$ cat src/rtl/updown_counter_param.sv
// updown_counter_param: parametrised up/down event/timer counter.
// Programmable modulo limit and step, count enable, wrap-or-saturate,
// combinational terminal count and registered overflow/underflow pulses.
module updown_counter_param #(
  parameter int WIDTH  = 8,
  parameter int STEP_W = 4
) (
  input  logic              i_clk,
  input  logic              i_clr,
  input  logic              i_ld,
  input  logic [WIDTH-1:0]  i_din,
  input  logic              i_en,
  input  logic              i_mode,
  input  logic              i_sat,
  input  logic [STEP_W-1:0] i_step,
  input  logic [WIDTH-1:0]  i_lim,
  output logic [WIDTH-1:0]  o_count,
  output logic              o_tc,
  output logic              o_ovf,
  output logic              o_unf
);

  logic [WIDTH-1:0] r_count;
  logic             r_ovf;
  logic             r_unf;

  logic [WIDTH-1:0] w_step_ext;
  logic [WIDTH-1:0] w_s;
  logic [WIDTH:0]   w_sum;
  logic [WIDTH:0]   w_lim_x;
  logic [WIDTH-1:0] w_wrap_up;
  logic [WIDTH-1:0] w_wrap_dn;
  logic [WIDTH-1:0] w_nxt_count;
  logic             w_nxt_ovf;
  logic             w_nxt_unf;

  // Zero-extend the step input to the counter width.
  always_comb begin
    w_step_ext               = '0;
    w_step_ext[STEP_W-1:0]   = i_step;
  end

  // Effective step is clamped to lim so a single step never wraps more than once.
  assign w_s     = (w_step_ext > i_lim) ? i_lim : w_step_ext;
  assign w_lim_x = {1'b0, i_lim};
  assign w_sum   = {1'b0, r_count} + {1'b0, w_s};

  // Wrap results are always below 2^WIDTH, so modular WIDTH-bit arithmetic
  // gives the same value as the full WIDTH+1-bit computation, including lim=2^WIDTH-1.
  assign w_wrap_up = w_sum[WIDTH-1:0] - i_lim - WIDTH'(1);
  assign w_wrap_dn = r_count + i_lim + WIDTH'(1) - w_s;

  // Next-state selection: load > out-of-range clamp > counting > hold.
  always_comb begin
    w_nxt_count = r_count;
    w_nxt_ovf   = 1'b0;
    w_nxt_unf   = 1'b0;
    if (i_ld) begin
      w_nxt_count = (i_din > i_lim) ? i_lim : i_din;
    end else if (i_en) begin
      if (r_count > i_lim) begin
        w_nxt_count = i_lim;
      end else if (i_mode) begin
        if (w_sum <= w_lim_x) begin
          w_nxt_count = w_sum[WIDTH-1:0];
        end else begin
          w_nxt_ovf   = 1'b1;
          w_nxt_count = i_sat ? i_lim : w_wrap_up;
        end
      end else begin
        if (r_count >= w_s) begin
          w_nxt_count = r_count - w_s;
        end else begin
          w_nxt_unf   = 1'b1;
          w_nxt_count = i_sat ? '0 : w_wrap_dn;
        end
      end
    end
  end

  // State registers with asynchronous clear; flags are one-cycle pulses.
  always_ff @(posedge i_clk or posedge i_clr) begin
    if (i_clr) begin
      r_count <= '0;
      r_ovf   <= 1'b0;
      r_unf   <= 1'b0;
    end else begin
      r_count <= w_nxt_count;
      r_ovf   <= w_nxt_ovf;
      r_unf   <= w_nxt_unf;
    end
  end

  assign o_count = r_count;
  assign o_ovf   = r_ovf;
  assign o_unf   = r_unf;
  assign o_tc    = i_mode ? (r_count == i_lim) : (r_count == '0);

endmodule

$ cat config.mk
export PLATFORM = sky130hd
export DESIGN_NAME = updown_counter_param
export DESIGN_NICKNAME = d
export VERILOG_FILES = /design/src/rtl/updown_counter_param.sv
export SDC_FILE = /design/constraint.sdc
export NUM_CORES = 1
export LEC_CHECK = 0
export ABC_AREA = 1
export CORE_MARGIN = 4
export CORE_UTILIZATION = 63
export DETAILED_ROUTE_END_ITERATION = 8
export PLACE_DENSITY = 0.88
export SKIP_LAST_GASP = 1
export SLEW_MARGIN = 25
export SYNTH_ARGS = -nofsm -noshare
export SYNTH_HDL_FRONTEND = slang
export SYNTH_SLANG_ARGS = --single-unit
$ cat constraint.sdc
create_clock -name i_clk -period 8.7 [get_ports i_clk]
set_clock_uncertainty 0.15 [all_clocks]
set_input_delay 0.87 -clock i_clk [delete_from_list [all_inputs] [get_ports i_clk]]
set_output_delay 0.87 -clock i_clk [all_outputs]
set_load 0.02 [all_outputs]
; ---- Word-level counts from Yosys, hierarchy flattened
; Index checks and enable logic that the tools add are counted.
[classes]
add_sub_neg = 7
n_mul = 0
div = 0
magnitude_cmp = 5
n_eq_ne = 1
n_shift = 0
mux = 21
bitwise_logic = 0
reduce_logical = 2
[op_table]
columns = operator, count
row1 = 8-bit two-way mux, 10
row2 = 8-bit subtractor, 3
row3 = 8-bit > comparator, 2
row4 = 1-bit two-way mux, 11
row5 = 8-bit by 8-bit adder with 9-bit output, 1
row6 = 9-bit by 8-bit less-or-equal comparator with 1-bit output, 1
row7 = "8-bit by 1-bit adder with 8-bit output, second input constant", 1
row8 = 8-bit adder, 1
row9 = 8-bit == test, 1
row10 = 8-bit greater-or-equal comparator, 1
row11 = 4-bit by 8-bit > comparator with 1-bit output, 1
row12 = 8-bit zero test, 1
row13 = "8-bit by 1-bit subtractor with 8-bit output, second input constant", 1
row14 = 2-bit nonzero test, 1
[word_totals]
regBits = 10
latchBits = 0
ram_bits = 0
rom_bits = 0
in_bits = 26
output_inout_bits = 11
wordCells = 39
memories = 0

; ---- Logic depth before layout (Yosys ltp)
[logic_depth]
ltp_word = 11
mapped_depth = 32
depth_no_buf = 32

; ---- Worst setup path before layout
; Ideal clock, no wire load.
[synth_path]
path_type = input to register
start = input i_lim[3]
end = register r_count[3], in the netlist o_count[3]
setup_ps = 122
arrival_ps = 4602
required_ps = 8428
setup_slack_ps = 3826
path_stages = 30
n_path_buf = 0
path_cell_list = inv_1 -> ha_1 -> nand2_1 -> o21ai_0 -> nand3_1 -> o21ai_0 -> ha_1 -> inv_1 -> fa_1 -> inv_1 -> a21oi_1 -> o21ai_0 -> xor2_1 -> inv_1 -> ha_1 -> nand2_1 -> nor2_1 -> nand2_1 -> nand3_1 -> nand2_1 -> nand2_1 -> nand2_1 -> nand2_1 -> nand2_2 -> nand3_2 -> nand2_1 -> nand3_1 -> nand3_1 -> nand2_1 -> a21oi_2
[synth_between]
elab_chain_len = 11
elab_cells_between_ends = 22
cone_classes = add/sub (7) / order compare (5) / mux (10)
[synth_lines]
columns = element, line
row1 = start: declaration, 16  ; input logic [WIDTH-1:0] i_lim,
row2 = 4-bit by 8-bit > comparator with 1-bit output, 44  ; assign w_s = (w_step_ext > i_lim) ? i_lim : w_step_ext;
row3 = 8-bit two-way mux, 44
row4 = 8-bit by 8-bit adder with 9-bit output, 46  ; assign w_sum = {1'b0, r_count} + {1'b0, w_s};
row5 = 8-bit subtractor, 50  ; assign w_wrap_up = w_sum[WIDTH-1:0] - i_lim - WIDTH'(1);
row6 = 8-bit by 1-bit subtractor with 8-bit output, 50
row7 = 8-bit two-way mux, 68  ; w_nxt_count = i_sat ? i_lim : w_wrap_up;
row8 = 8-bit two-way mux, 64  ; if (w_sum <= w_lim_x) begin
row9 = 8-bit two-way mux, 63  ; end else if (i_mode) begin
row10 = 8-bit two-way mux, 61  ; if (r_count > i_lim) begin
row11 = 8-bit two-way mux, 60  ; end else if (i_en) begin
row12 = 8-bit two-way mux (*), 58  ; if (i_ld) begin
row13 = end signal: assignment, 88  ; r_count <= w_nxt_count;
row14 = end: declaration, 23  ; logic [WIDTH-1:0] r_count;
; Every way passes the cells marked *; elsewhere a longest branch is shown, timed or not. The select of a mux whose other input is x is not followed.
; A chain may end at the register's enable or synchronous reset.

; ---- Final worst setup path
[layout_path]
start = input i_lim[1]
end = register r_count[5], in the netlist o_count[5]
; The elaborated chain is that of the path after synthesis.

==> key figures <==
Critical path
  – Crit path DAT: 6270 ps
  – Most frequent cell on the critical path: nand2_1
  – Worst r2r dst: o_count[5]$_DFFE_PP0P_
  – Critical-path top delay cell: clkdlybuf4s50_1
  – R2r worst-path depth: 23
  – CP max stage delay: 590 ps
  – CP Launch Type: input pin
  – Crit-path max FO: 9
  – Worst r2r src: o_count[1]$_DFFE_PP0P_
  – Flop-to-flop setup slack: 4680 ps
  – Crit. End Element: flip-flop
  – Setup CP Type: in -> reg
  – WP data required: 8700 ps

Place
  – Post-DP Area: 3590 sq um
  – IO Port Bufs: 36
  – DPL Wire Length: 7700 um
  – Gpl congestion: 0.992

Global routing
  – Global-route wire length before repair: 15,600 um
  – Pin count of the biggest net entering global routing: 19
  – Antenna violations before repair: 0
  – GRT Total Usage: 0.314
  – Grt total ovfl: 0
  – Vias in the first global route: 3,353

Pwr
  – Total power: 0.980 mW
  – PD cells: 270 nW/um^2
  – Pleak: 1.89 nW
  – Peak supply drop: 0.183 mV

Cells and area
  – Share of cells above drive strength 1: 0.0520
  – Fin util: 0.754
  – Sequential Area: 250 sq um
  – Filler instances: 423
  – ANT cells: 0
  – Area grow syn2layout: 14.3%
  – Multi-input logic area: 2580 sq um
  – Nets: 631
  – Fin area: 3630 sq um

Yosys
  – Synth warn: 0
  – Synth Area per Inst: 6.33 sq um
  – Synth cell types: 39
  – Top_reg_cell synth: dfrtp_1
  – Post-synth EDFFs: 0
  – Post-synth ARST share: 1.00
  – Flops & latches, synth: 10
  – Sequential area share after synthesis: 0.0787
  – Post-Synthesis Cells: 502
  – Post-Synthesis Cell Area: 3180 sq um

Clock network
  – Clock-pin slew on the worst setup and hold paths: 50 ps
  – CTS-repair resized insts: 0
  – CTS Root Cell: clkbuf_8
  – Hold-fix buffers at CTS: 0
  – CTS tree: done
  – CTS sink count: 10
  – TritonCTS buffer count: 3
  – Clock latency on the worst-skew pair: 250 ps
  – Clock buffer depth: 2
  – H-Tree Depth: 1
  – Post-CTS setup buffers: 0

STA
  – F_max: 159 MHz
  – Pin slew with the least headroom to its limit: 867 ps
  – Sum Neg Setup Slack: 0 ps
  – Slew Viols, Final: 0
  – RSZ-0062 raised after global routing: no
  – Min Tclk post-route: 6270 ps
  – Final period util: 0.721
  – Final hold viol count: 0
  – Final setup violation count: 0
  – Rel. slew slack: 0.418

Die
  – Die width: 79.0 um
  – Core area: 4820 sq um
  – Starting density of the core: 0.660
  – Row count: 25
  – I/O Pins: 37
  – Die H: 79.0 um
  – Total Die Area: 6250 sq um

Hold path
  – Hold Path Cell Cnt: 2
  – Hold path endpoint: o_count[0]$_DFFE_PP0P_
  – Worst Hold Class: reg -> reg
  – HP Start: o_count[0]$_DFFE_PP0P_

Routing
  – Final wirelength: 9670 um
  – Via count: 3,621
  – Drt drc: 0
  – Post-DR vias/cell: 5.99
  – Pre-Repair DR Iteration Count: 8
  – Routed Antenna Nets: 0
  – Initial DRC Count: 351
  – Per-cell routed wire length: 16.0 um

Status
  – Status: finished clean

Job
  – Maxcap violations: 0
==> worst max-delay path by stage <==
stage	startpoint	slack, ps	cells after the start	to
after floorplan	i_lim[3]	3830	30	o_count[3]$_DFFE_PP0P_
after global placement	i_lim[1]	2580	30	o_count[1]$_DFFE_PP0P_
after detailed placement	i_lim[1]	2370	31	o_count[3]$_DFFE_PP0P_
after CTS	i_lim[1]	2560	31	o_count[5]$_DFFE_PP0P_
after global routing	i_lim[1]	2070	31	o_count[5]$_DFFE_PP0P_
final	i_lim[1]	2430	31	o_count[5]$_DFFE_PP0P_
==> where the power goes <==
group          switching [mW]  total (mW)  internal (mW)
clock                  0.0206      0.0511         0.0305
combinational           0.510       0.826          0.315
sequential             0.0439       0.103         0.0592
total                   0.575       0.980          0.405
==> cell families (layout without fill, tap and decap cells) <==
group | count (synthesis) | count (layout) | share of synthesized area
xor gates and xnor gates | 14 | 14 | 0.0386
buffers and inverters | 92 | 122 | 0.116
DFF | 10 | 10 | 0.0787
and+or+nand+nor | 222 | 222 | 0.322
adders and majority gates | 65 | 65 | 0.272
other | 2 | 8 | 0.00236
AOI/OAI and AO/OA | 97 | 97 | 0.170
==> cell usage after synthesis (2+ instances only) <==
library cell	n	area [sq um]
nand3_1	44	220
inv_2	5	18.8
fa_1	7	140
nor4_1	3	18.8
nand4_1	19	119
buf_4	2	15.0
o21ai_1	6	30.0
nand3_2	2	20.0
o21bai_1	2	15.0
nand2_2	3	18.8
ha_1	58	726
or2_2	5	31.3
nand3b_1	3	22.5
a21oi_2	4	35.0
nor2_1	26	97.6
a21oi_1	38	190
o211ai_1	3	22.5
nand2_1	112	420
dfrtp_1	10	250
o21ai_0	38	190
xnor2_1	6	52.6
buf_2	4	20.0
xor2_1	8	70.1
nor3_1	2	10.0
conb_1	2	7.51
clkbuf_1	2	7.51
inv_1	76	285
==> cell usage in the layout, fill, tap and decap left out <==
cell and instances:
nand2_1 112, xor2_1 8, clkdlybuf4s50_1 36, a21oi_1 38, o21a_1 1, or2_2 5, a31oi_1 1, xnor2_1 6
a21oi_2 4, nand4_1 19, nand3b_1 3, nor3_1 2, o21ai_0 38, dfrtp_1 10, inv_1 76, nor4_1 3
conb_1 8, a21o_1 1, o21bai_1 2, nand3_4 1, a211oi_1 1, o21ai_2 1, fa_1 7, clkinv_1 1
inv_2 5, nand3_1 44, inv_4 1, nor3_4 1, a31oi_4 1, nor2_4 1, ha_1 58, clkbuf_8 3
nand2_2 3, o21ai_1 6, o211ai_1 3, nor2_1 26, nand3_2 2
==> through the flow <==
step	cells	hold WS, ps	setup slack (ps)
5_1_grt	605	595	2070
6_report	605	592	2430
4_1_cts	605	567	2560
2_1_floorplan	508	554	3830
3_3_place_gp	602	561	2580
3_5_place_dp	602	562	2370
==> per-layer routing <==
layer,GRT usage,vias to the layer above,share of wire
met1,0.398,1624,0.41
met2,0.529,217,0.46
li1,-,1744,-
met4,0.125,0,0.032
met3,0.0510,36,0.096
met5,0,-,0
==> flip-flops by register name, indices dropped and copies added, names as in the netlist <==
name,cells
o_ovf,1
o_count,8
o_unf,1
==> worst max-delay path: cells and delay by family <==
kind,cells,cell delay [ps]
compound gates,6,1220
xor+xnor,1,220
fa+ha+maj,4,1380
buf+inv,6,1120
simple gates,14,1450
==> final cells by class <==
cell class                 instances  area share
clock buffer                       3      0.0114
inverter                          83      0.0864
multi-input combinational        406       0.711
sequential                        10      0.0689
tap                               67      0.0231
timing repair buffer              36      0.0992
No activity file was read; power rests on OpenSTA's default activity.
